File: src/rtl/pc_gen_bp_pkg.sv
// pc_gen_bp_pkg
//   Shared definitions for the predicting fetch PC generator:
//   - reset PC default and the stall-vector bit owned by the PC stage
//   - 2-bit branch counter encodings and saturating step helpers
//   - the BTB entry layout for the default 32-bit / 16-entry geometry
package pc_gen_bp_pkg;

  localparam logic [31:0] RESET_PC_DEFAULT = 32'h0000_0000;
  localparam int          STALL_PC         = 0;

  localparam logic [1:0] SNT = 2'b00;
  localparam logic [1:0] WNT = 2'b01;
  localparam logic [1:0] WT  = 2'b10;
  localparam logic [1:0] ST  = 2'b11;

  // Entry layout for XLEN=32, 16 entries (tag = addr[31:6]).
  // btb_dm derives the same layout from its own parameters so other
  // geometries keep matching widths.
  typedef struct packed {
    logic        valid;
    logic [25:0] tag;
    logic [31:0] target;
    logic [1:0]  ctr;
  } btb_entry_t;

  // Saturating counter steps: never wrap past ST or below SNT.
  function automatic logic [1:0] ctr_inc(input logic [1:0] c);
    return (c == ST) ? ST : c + 2'b01;
  endfunction

  function automatic logic [1:0] ctr_dec(input logic [1:0] c);
    return (c == SNT) ? SNT : c - 2'b01;
  endfunction

endpackage

File: src/rtl/pc_gen_bp_btb.sv
// btb_dm
//   Direct-mapped branch target buffer with 2-bit counters.
//   Ports:
//     clk, rst        clock, asynchronous active-low reset
//     flush           clear every valid bit (wins over a same-cycle update)
//     lookup_addr     address looked up combinationally
//     lookup_taken    hit and counter predicts taken
//     lookup_target   stored target of the looked-up entry
//     upd_valid       training update strobe
//     upd_pc          PC of the resolved branch/jump
//     upd_taken       resolved direction
//     upd_target      resolved target
module btb_dm
  import pc_gen_bp_pkg::*;
#(
  parameter int XLEN    = 32,
  parameter int ENTRIES = 16
) (
  input  logic            clk,
  input  logic            rst,
  input  logic            flush,
  input  logic [XLEN-1:0] lookup_addr,
  output logic            lookup_taken,
  output logic [XLEN-1:0] lookup_target,
  input  logic            upd_valid,
  input  logic [XLEN-1:0] upd_pc,
  input  logic            upd_taken,
  input  logic [XLEN-1:0] upd_target
);

  localparam int IDX   = $clog2(ENTRIES);
  localparam int TAG_W = XLEN - IDX - 2;

  typedef struct packed {
    logic             valid;
    logic [TAG_W-1:0] tag;
    logic [XLEN-1:0]  target;
    logic [1:0]       ctr;
  } entry_t;

  entry_t btb [ENTRIES];

  logic [IDX-1:0]   lk_idx;
  logic [TAG_W-1:0] lk_tag;
  entry_t           lk_entry;
  logic             lk_hit;

  logic [IDX-1:0]   up_idx;
  logic [TAG_W-1:0] up_tag;
  entry_t           up_entry;
  logic             up_hit;

  // Byte offset within a word never selects an entry.
  logic unused_offset;
  assign unused_offset = ^{lookup_addr[1:0], upd_pc[1:0]};

  assign lk_idx        = lookup_addr[IDX+1:2];
  assign lk_tag        = lookup_addr[XLEN-1:IDX+2];
  assign lk_entry      = btb[lk_idx];
  assign lk_hit        = lk_entry.valid && (lk_entry.tag == lk_tag);
  assign lookup_taken  = lk_hit && lk_entry.ctr[1];
  assign lookup_target = lk_entry.target;

  assign up_idx   = upd_pc[IDX+1:2];
  assign up_tag   = upd_pc[XLEN-1:IDX+2];
  assign up_entry = btb[up_idx];
  assign up_hit   = up_entry.valid && (up_entry.tag == up_tag);

  // No bypass: lookups read the registered array, so a training write
  // becomes visible one cycle later. A miss that was not taken is ignored
  // so cold not-taken branches never evict useful entries.
  always_ff @(posedge clk or negedge rst) begin
    if (!rst) begin
      for (int i = 0; i < ENTRIES; i++) begin
        btb[i].valid  <= 1'b0;
        btb[i].tag    <= '0;
        btb[i].target <= '0;
        btb[i].ctr    <= WNT;
      end
    end else if (flush) begin
      for (int i = 0; i < ENTRIES; i++) begin
        btb[i].valid <= 1'b0;
      end
    end else if (upd_valid) begin
      if (up_hit) begin
        if (upd_taken) begin
          btb[up_idx].ctr    <= ctr_inc(up_entry.ctr);
          btb[up_idx].target <= upd_target;
        end else begin
          btb[up_idx].ctr <= ctr_dec(up_entry.ctr);
        end
      end else if (upd_taken) begin
        btb[up_idx].valid  <= 1'b1;
        btb[up_idx].tag    <= up_tag;
        btb[up_idx].target <= upd_target;
        btb[up_idx].ctr    <= WT;
      end
    end
  end

endmodule

File: src/rtl/pc_gen_bp.sv
// pc_gen_bp
//   Fetch PC register with BTB-based next-PC prediction.
//   Ports:
//     clk, rst        clock, asynchronous active-low reset
//     jump_flag       resolved redirect from execute (overrides stall)
//     branch_to       redirect target
//     stall_signal    pipeline stall vector, bit STALL_PC holds the PC
//     bp_flush        invalidate all BTB entries
//     upd_*           BTB training from execute
//     pc              registered fetch address
//     predicted_pc    predicted successor of pc
//     pred_taken      predicted_pc came from a taken BTB hit
module pc_gen_bp
  import pc_gen_bp_pkg::*;
#(
  parameter int              XLEN        = 32,
  parameter logic [XLEN-1:0] RESET_PC    = XLEN'(RESET_PC_DEFAULT),
  parameter int              BTB_ENTRIES = 16,
  parameter int              STALL_W     = 5
) (
  input  logic               clk,
  input  logic               rst,
  input  logic               jump_flag,
  input  logic [XLEN-1:0]    branch_to,
  input  logic [STALL_W-1:0] stall_signal,
  input  logic               bp_flush,
  input  logic               upd_valid,
  input  logic [XLEN-1:0]    upd_pc,
  input  logic               upd_taken,
  input  logic [XLEN-1:0]    upd_target,
  output logic [XLEN-1:0]    pc,
  output logic [XLEN-1:0]    predicted_pc,
  output logic               pred_taken
);

  logic [XLEN-1:0] pc_plus4;
  logic            btb_taken;
  logic [XLEN-1:0] btb_target;

  // Only the PC-stage bit of the stall vector matters here.
  logic unused_stall;
  assign unused_stall = ^stall_signal;

  btb_dm #(
    .XLEN    (XLEN),
    .ENTRIES (BTB_ENTRIES)
  ) u_btb (
    .clk           (clk),
    .rst           (rst),
    .flush         (bp_flush),
    .lookup_addr   (pc),
    .lookup_taken  (btb_taken),
    .lookup_target (btb_target),
    .upd_valid     (upd_valid),
    .upd_pc        (upd_pc),
    .upd_taken     (upd_taken),
    .upd_target    (upd_target)
  );

  // Sequential fallthrough wraps modulo 2^XLEN.
  assign pc_plus4     = pc + XLEN'(4);
  assign pred_taken   = btb_taken;
  assign predicted_pc = btb_taken ? btb_target : pc_plus4;

  // A resolved redirect must win over a stall, otherwise a stalled
  // front end would lose the mispredict recovery.
  always_ff @(posedge clk or negedge rst) begin
    if (!rst) begin
      pc <= RESET_PC;
    end else if (jump_flag) begin
      pc <= branch_to;
    end else if (!stall_signal[STALL_PC]) begin
      pc <= predicted_pc;
    end
  end

endmodule

File: config.mk
export PLATFORM = sky130hd
export DESIGN_NAME = pc_gen_bp
export DESIGN_NICKNAME = d
export VERILOG_FILES = /design/src/rtl/pc_gen_bp_pkg.sv /design/src/rtl/pc_gen_bp_btb.sv /design/src/rtl/pc_gen_bp.sv
export SDC_FILE = /design/constraint.sdc
export NUM_CORES = 2
export LEC_CHECK = 0
export ABC_AREA = 1
export BUFFER_PORTS_ARGS = -buffer_cell sky130_fd_sc_hd__buf_4
export CORE_MARGIN = 2
export CORE_UTILIZATION = 30
export DETAILED_ROUTE_END_ITERATION = 12
export PLACE_DENSITY = 0.46
export SETUP_SLACK_MARGIN = 0.05
export SYNTH_ARGS = -nofsm -noshare
export SYNTH_HDL_FRONTEND = slang
export SYNTH_SLANG_ARGS = --single-unit
File: constraint.sdc
create_clock -name clk -period 3.4 [get_ports clk]
set_input_delay 0.68 -clock clk [delete_from_list [all_inputs] [get_ports clk]]
set_output_delay 0.68 -clock clk [all_outputs]
set_load 0.02 [all_outputs]
==> summary.md <==
| Metric | Value |
|---|---|
| Status | finished with violations |
| Failing checks | negative setup slack |
| Max VDD drop | 0.000413 V |
| Power per cell area | 559 mW/mm2 |
| Clock buffer depth | 3 |
| RR Startpoint | pc[2] |
| Initial antenna violation count | 4 |
| Most common cell on crit path | nand2_1 |
| Lkg Pwr | 30.9 nW |
| CP Data Arrival Time | 3.88 ns |
| First DRT Iteration DRCs | 4397 |
| # DRC | 0 |
| Reg2reg end | pc[3] |
| Synthesized area | 0.0526 mm2 |
| Sequential-to-total area share from yosys stat | 0.480 |
| Synth warn | 0 |
| Vias in the first global route | 48500 |
| DR vias/cell | 5.04 |
| Critical path startpoint category | flip-flop |
| Average wire per standard cell | 21.6 um |
| Drt pass-1 iters | 6 |
| CTS tree | yes |
| Area share of the largest cell type after synthesis | 0.472 |
| Syn avg cell area | 7.29 um2 |
| Site Rows | 153 |
| RSZ-0062 raised after global routing | true |
| Final WL | 216000 um |
| R2R setup slack | 0.17 ns |
| Critical path class | reg2out |
| Period minus WS final | 4.56 ns |
| Die H | 423 um |
| Clk pin slew, worst setup/hold paths | 0.06 ns |
| Total Neg Setup Slack | -36.75 ns |
| Mapped Nets | 7314 |
| Largest net degree at the start of global routing | 83 |
| Global placement routability congestion | 0.896 |
| Crit path cell chain | inv_16, buf_4, nor2_1, o22ai_1, nand2_1, nand2_1, inv_1, nand2_1, xor2_1, nand2_1, nor2_1, nand2_1, nor2_2, buf_12, nand2_2, buf_12, nand2_1, and2_4, buf_4 |
| Core Area | 0.174 mm2 |
| F_max | 219 MHz |
| DR vias | 50300 |
| WHS Path Cells | 3 |
| Final setup skew | 0.0320 ns |
| Die area | 0.179 mm2 |
| Initial Util | 0.302 |
| Hold Path Class | in2reg |
| Fin nets | 7659 |
| Die Wd | 423 um |
| Setup ws final | -1.16 ns |
| GRT Total Usage | 0.239 |
| First-pass GRT wire length | 323000 um |
| Max-Cap Viols | 0 |
| CP max stage delay | 0.54 ns |
| Setup crit end kind | primary output |
| Worst endpoint required time | 2.72 ns |
| Filler cells | 18200 |
| H-tree depth | 4 |
| DP Worst Slack | -0.561 ns |
| # clock sinks | 1008 |
| Cells after Synth | 7206 |
| Slew @ Worst Pin | 0.907 ns |
| Leading post-synthesis cells by cell area | dfrtp_1, nand2_1, o21ai_0 |
| Area Overhead vs Synth | 24.1% |
| Detail Placement HPWL | 144000 um |
| Max-Slew Margin vs Limit | 0.395 |
| Port buffer count | 165 |
| Synth unique cells | 42 |
| Hold Startpoint | upd_target[26] |
| FF+latch count, synth | 1008 |
| Io pins | 172 |
| Final Max Tran Viols | 0 |
| CTS Root Cell | clkbuf_16 |
| Total gr overflow | 0 |
| Final period utilization | 1.34 |
| Remaining antenna violation count | 0 |
| Crit path max fanout | 19 |
| CP max stage cell | dfrtp_4 |
| Hold EP | u_btb.btb[943] |
| Area leader, netlist | dfrtp_1 |
| Share of cells above drive strength 1 | 0.141 |
| Clk_lat worst skew | 0.79 ns |
| WHS | 0.101 ns |
| Worst r2r path cells | 19 |
| CTS Buf Count | 131 |
| Final hold vios | 0 |
| # setup viols final | 33 |
==> state kept, by name (all words and copies together) (netlist names) <==
name,cells
u_btb.btb,976
pc,32
==> stage by stage <==
stage / instances / cell area (um2) / utilization / total power [mW]
floorplan: 7206 / 52600 / - / 18.7
global placement: 9727 / 60400 / 0.347 / 22.4
detailed placement: 9727 / 60400 / 0.347 / 22.5
CTS: 9961 / 65000 / 0.374 / 36.8
global route: 9968 / 65200 / 0.375 / 38.4
finish: 9969 / 65200 / 0.375 / 36.5
==> logic make-up after synthesis <==
| kind of cell | share of synthesized area |
|---|---|
| simple gates | 0.238 |
| buf+inv | 0.0745 |
| fa+ha+maj | 0.000238 |
| compound gates | 0.202 |
| xor+xnor | 0.00467 |
| flops | 0.480 |
==> synthesized netlist by cell type, drive strengths merged <==
master and count:
buf 177, dfrtp 992, nand4 40, ha 1
inv 425, nand3 209, o21ai 1618, a22oi 17
dfstp 16, xor2 28, nor3b 3, o21a 1
a221oi 24, nor4 1, and2 26, nand2 2365
or2 1, clkinv 2, o22ai 103, nand3b 3
nor3 25, o221ai 9, a31oi 25, o21bai 5
clkbuf 358, o211ai 46, nor2 504, a21oi 182
==> how the worst max path moves through the flow <==
stage	from	endpoint	slack [ns]
after floorplan	pc[2]	predicted_pc[31]	0.08
after global placement	pc[2]	predicted_pc[20]	-0.60
after detailed placement	pc[2]	predicted_pc[17]	-0.56
after CTS	pc[2]	predicted_pc[0]	-1.19
after global routing	pc[2]	predicted_pc[14]	-1.35
final	pc[2]	predicted_pc[31]	-1.16
==> repair_timing <==
item                       4_1_cts  5_1_grt
hold buffers                     1        0
resized for setup               59       24
pin swaps                        6        1
setup endpoints to repair       37       59
cloned                           2        2
buffers inserted                 7        4
hold endpoints to repair        35        0
==> power breakdown <==
group | switching [mW] | total [mW] | internal, mW
combinational | 4.93 | 7.92 | 2.99
clock | 5.89 | 14.0 | 8.13
sequential | 0.980 | 14.5 | 13.5
total | 11.8 | 36.5 | 24.7
==> metal layers <==
metal | vias to the layer above | wire length [um] | share of wire | track usage
li1 | 24200 | - | - | -
met1 | 24400 | 94700 | 0.44 | 0.313
met2 | 1348 | 103000 | 0.48 | 0.401
met3 | 307 | 9200 | 0.043 | 0.0290
met4 | 0 | 8370 | 0.039 | 0.0904
met5 | - | 0 | 0 | 0
==> cell usage in the layout, fill, tap and decap left out, types with 32 or more instances in the layout <==
cell,instances
nand2_1,2328
buf_4,594
inv_1,401
nand4_1,40
o22ai_1,103
a21oi_1,181
nand2_2,33
o211ai_1,46
clkbuf_1,32
dfrtp_1,989
nand3_1,197
buf_12,130
o21ai_0,1595
nor2_1,489
clkbuf_16,133
==> cell type report <==
type | instances | area, um2 | share of cell area
clock buffer | 181 | 3650 | 0.0559
clock inverter | 43 | 656 | 0.0101
inverter | 427 | 1630 | 0.0250
antenna | 2 | 5.00 | 0.0000767
sequential | 1008 | 25300 | 0.387
multi-input combinational | 5236 | 23700 | 0.363
timing repair inverter | 1 | 8.76 | 0.000134
timing repair buffer | 746 | 7450 | 0.114
tap | 2325 | 2910 | 0.0446
==> worst max-delay path, delay by kind of cell (launching register included) <==
| family | cells | cell delay (ns) |
|---|---|---|
| and+or+nand+nor | 11 | 1.27 |
| buffers and inverters | 6 | 0.88 |
| AOI/OAI and AO/OA | 1 | 0.16 |
| xor gates and xnor gates | 1 | 0.22 |
| DFF | 1 | 0.54 |
Note: power is estimated with default switching activity, not from simulation.
